**src/rtl/ripple_add_sub_pkg.sv**
```systemverilog
// Shared operation encodings for the ripple-carry adder/subtractor.
package ripple_add_sub_pkg;

    localparam logic OP_ADD = 1'b0;
    localparam logic OP_SUB = 1'b1;

endpackage

```
**src/rtl/ripple_add_sub_full_adder.sv**
```systemverilog
// Single-bit full-adder cell used as one link of the ripple-carry chain.
module full_adder (
    input  logic a,
    input  logic b,
    input  logic cin,
    output logic s,
    output logic cout
);

    logic p;

    assign p    = a ^ b;
    assign s    = p ^ cin;
    assign cout = (a & b) | (cin & p);

endmodule

```
**src/rtl/ripple_add_sub.sv**
```systemverilog
// Registered WIDTH-bit ripple-carry adder/subtractor (A+B or A+~B+1).
// No handshake: an operation is accepted every cycle and its result appears one clock later.
module ripple_add_sub
    import ripple_add_sub_pkg::*;
#(
    parameter int WIDTH = 4
) (
    input  logic             clk,
    input  logic             rst,
    input  logic [WIDTH-1:0] A,
    input  logic [WIDTH-1:0] B,
    input  logic             Choice,
    output logic [WIDTH-1:0] RESULT,
    output logic             CARRY,
    output logic             OVERFLOW
);

    logic             sub;
    logic [WIDTH-1:0] b_eff;
    logic [WIDTH-1:0] sum;
    logic [WIDTH:0]   carry;

    // Subtraction inverts B and injects the +1 as the chain's carry-in.
    assign sub      = (Choice == OP_SUB);
    assign b_eff    = B ^ {WIDTH{sub}};
    assign carry[0] = sub;

    for (genvar i = 0; i < WIDTH; i++) begin : g_cell
        full_adder u_fa (
            .a    (A[i]),
            .b    (b_eff[i]),
            .cin  (carry[i]),
            .s    (sum[i]),
            .cout (carry[i+1])
        );
    end

    always_ff @(posedge clk) begin
        if (rst) begin
            RESULT   <= '0;
            CARRY    <= 1'b0;
            OVERFLOW <= 1'b0;
        end else begin
            RESULT   <= sum;
            CARRY    <= carry[WIDTH];
            OVERFLOW <= carry[WIDTH] ^ carry[WIDTH-1];
        end
    end

endmodule

```
**config.mk**
```make
export PLATFORM = sky130hd
export DESIGN_NAME = ripple_add_sub
export DESIGN_NICKNAME = d
export VERILOG_FILES = /design/src/rtl/ripple_add_sub_pkg.sv /design/src/rtl/ripple_add_sub_full_adder.sv /design/src/rtl/ripple_add_sub.sv
export SDC_FILE = /design/constraint.sdc
export NUM_CORES = 1
export LEC_CHECK = 0
export ABC_AREA = 1
export CORE_AREA = 2 2 39 41
export DETAILED_ROUTE_END_ITERATION = 7
export DIE_AREA = 0 0 41 43
export HOLD_SLACK_MARGIN = 0.15
export SETUP_SLACK_MARGIN = 0.1
export SYNTH_ARGS = -nofsm -noshare
export SYNTH_HDL_FRONTEND = slang
export SYNTH_HIERARCHICAL = 1
export SYNTH_SLANG_ARGS = --single-unit
```
**constraint.sdc**
```tcl
create_clock -name clk -period 3.2 [get_ports clk]
set_input_delay 0.48 -clock clk [delete_from_list [all_inputs] [get_ports clk]]
set_output_delay 0.48 -clock clk [all_outputs]
set_load 0.03 [all_outputs]
```
==> summary.log <==
[layout] layout cells sized above 1 8.16%
[sta] share of the clock period used by the worst path 88.9%
[sta] final critical path time including I/O delays and setup 2.85 ns
[logic_synthesis] synthesized instance count 29
[logic_synthesis] netlist area before placement 293 µm²
[global_routing] remaining global-route overflow 0
[clocking] number of buffers added by the clock tree synthesis step 3
[worst_hold_path] hold worst-path end RESULT[3]
[logic_synthesis] most instantiated library cell after synthesis inv_1
[sta] worst setup margin 0.354 ns
[logic_synthesis] arithmetic-cell share of the synthesized area counting full adders, half adders and majority gates 27.4%
[sta] count of final max-slew check failures 0
[logic_synthesis] largest family of logic cells by synthesized area adder cells
[layout] register cell area after layout 120 µm²
[clocking] H-tree levels 1
[critical_path] capturing element type of the critical path flip-flop
[critical_path] crit-path max cell delay 0.44 ns
[critical_path] startpoint type of the worst setup path primary input
[critical_path] cell chain of the critical path clkdlybuf4s50_1 -> xor2_1 -> fa_1 -> fa_1 -> fa_1 -> fa_1 -> o21ai_0 -> nor2_1
[clocking] maximum buffer depth of the clock tree 2
[logic_synthesis] Seq/Total Area, Yosys 41.0%
[die] Die Footprint 1760 µm²
[logic_synthesis] most used flip-flop cell after synthesis dfxtp_1
[place] area post-placement 480 µm²
[logic_synthesis] share of synthesized cell area in and, or, nand and nor gates 8.97%
[die] initial core utilization 21.2%
[critical_path] arrival time at the worst endpoint 2.97 ns
[clocking] post-CTS resize count 0
[global_routing] first-pass GRT wire length 703 µm
[logic_synthesis] post-synthesis cell type with the largest combined area dfxtp_1
[layout] final design instance area without fill 503 µm²
[sta] hold violation total from the final report 0
[clocking] TritonCTS clock tree yes
[logic_synthesis] proportion of synthesized flip-flops having asynchronous set or reset 0%
[sta] Post-Route Setup TNS 0 ns
[critical_path] endpoint required time on the critical path 3.32 ns
[sta] final count of negative-setup-slack endpoints 0
[logic_synthesis] multiplexer share of the synthesized area 0%
[die] core footprint 1380 µm²
[critical_path] most common cell type on the critical path fa_1
[logic_synthesis] synth unique cells 7
[logic_synthesis] yosys synthesis warning count 6
[run_status] status finished clean
[global_routing] GRT Util Overall 5.87%
[routing] 1st-pass router iterations 1
[place] count of input and output buffers 16
[routing] average wire per cell in the routed design 6.48 µm
[logic_synthesis] Post-synth EDFFs 0
[clocking] clock root cell clkbuf_4
[logic_synthesis] portion of synthesized cell area occupied by the leading cell type 41.0%
[clocking] cts-stage hold buffer count 0
[die] chip height 43 µm
[worst_hold_path] origin of the worst min-delay path rst
[logic_synthesis] post-synthesis compound-gate area fraction 1.71%
[routing] Final ANT Viol Nets 0
[critical_path] type of the worst setup path primary input to flip-flop
[die] I/O pin total 17
[die] horizontal die dimension 41 µm
[logic_synthesis] Synth Register Bits 6
[clocking] clock-pin transition on the worst setup and hold timing paths 0.04 ns
[global_routing] number of antenna violations at the first check in global routing 0
[place] worst slack at placement 0.0845 ns
[logic_synthesis] xor/xnor share of the synthesized area 12.0%
[worst_hold_path] worst hold path type primary input to flip-flop
[pwr] power density normalized to cell area 485 nW/µm²
[pwr] Static Leakage 0.231 nW
[routing] number of remaining DRC errors 0
[global_routing] largest net degree at the start of global routing 7
[critical_path] Critical-path top delay cell clkdlybuf4s50_1
[sta] final-layout worst hold slack 0.899 ns
[pwr] peak supply drop 0.120 mV
[place] Placer Congestion 0.690
[sta] unrepaired setup endpoints after global routing false
[logic_synthesis] Synth Net Count 44
[logic_synthesis] ranking of synthesized cells by instance count inv_1, dfxtp_1, nor2_1
[clocking] setup fix buffers added after clock tree synthesis 0
[layout] nets@finish 66
[sta] pin slew with the least headroom to its limit 0.308 ns
[layout] synthesis-to-layout area growth 71.8%
[clocking] number of clock sinks 6
[logic_synthesis] cell types occupying the most area after synthesis dfxtp_1, fa_1, xor2_1
[layout] number of filler instances in the final layout 151
[sta] max frequency 351 MHz
[worst_hold_path] Hold Path Depth 2
[routing] Via density 3.57
[layout] # diodes 0
[die] total number of placement rows 14
[global_routing] vias in the first global route 214
[layout] area taken by multi-input logic gates 146 µm²
[critical_path] largest fanout on the critical path 3
[sta] remaining max-slew budget at the tightest pin 79.4%
[pwr] Overall Power 0.000244 W
[routing] iteration-0 DRC count of the detailed router 0
[routing] post-detailed-routing wire length 421 µm
[job] number of max-cap violations 0
[routing] total via count after detailed routing 232
[logic_synthesis] per-instance average area after synthesis 10.1 µm²
-- through the flow --
stage                     util [%]  instances
final                         36.3         65
after global routing          36.3         65
after CTS                     36.3         65
after detailed placement      34.7         62
after global placement        34.7         62
after floorplan                  -         29
-- routing by layer --
layer  vias to the layer above  GRT usage (%)  part of all wire (%)
li1                        122              -                     -
met1                       101           5.94                    34
met4                         0           6.00                     0
met3                         0              0                   6.4
met5                         -              0                     0
met2                         9           9.69                    59
-- cells by family after synthesis --
logic type / Yosys count
DFF: 6
AOI/OAI and AO/OA: 1
and+or+nand+nor: 7
buffers and inverters: 7
adders and majority gates: 4
xor gates and xnor gates: 4
-- how the worst max path moves through the flow --
stage                start       end  slack, ns  cells after the start
global route        Choice  OVERFLOW       0.24                      8
global placement    Choice  OVERFLOW       0.13                      8
floorplan           Choice  OVERFLOW       0.67                      7
CTS                 Choice  OVERFLOW       0.34                      8
finish              Choice  OVERFLOW       0.35                      8
detailed placement  Choice  OVERFLOW       0.08                      8
-- state kept, by name (all words and copies together) (netlist names) --
name and flops:
CARRY 1, RESULT 4, OVERFLOW 1
-- area by class of cell --
type	instances	area share [%]
clock buffers	3	4.48
inverters	7	5.22
multi-input cells	16	29.1
flip-flops and latches	6	23.9
well taps	16	3.98
repair buffers	17	33.3
-- worst max-delay path, delay by kind of cell --
| family | cells | cell delay (ns) |
|---|---|---|
| AOI/OAI and AO/OA | 1 | 0.17 |
| xor gates and xnor gates | 1 | 0.19 |
| buffers and inverters | 1 | 0.44 |
| adders and majority gates | 4 | 1.65 |
| and+or+nand+nor | 1 | 0.05 |
-- report_power, final --
group / switching, W / internal, W / leakage [nW] / total [W]
combinational: 0.0000471 / 0.0000435 / 0.167 / 0.0000907
clock: 0.0000222 / 0.0000421 / 0.0138 / 0.0000643
sequential: 0.00000248 / 0.0000863 / 0.0500 / 0.0000888
-- placed cells by master, fill, tap and decap left out --
| cell | instances |
|---|---|
| clkbuf_4 | 3 |
| xor2_1 | 4 |
| o21ai_0 | 1 |
| nand2_1 | 1 |
| buf_4 | 1 |
| inv_1 | 7 |
| nor2_1 | 6 |
| dfxtp_1 | 6 |
| fa_1 | 4 |
| clkdlybuf4s50_1 | 16 |
Note: power is estimated with default switching activity, not from simulation.
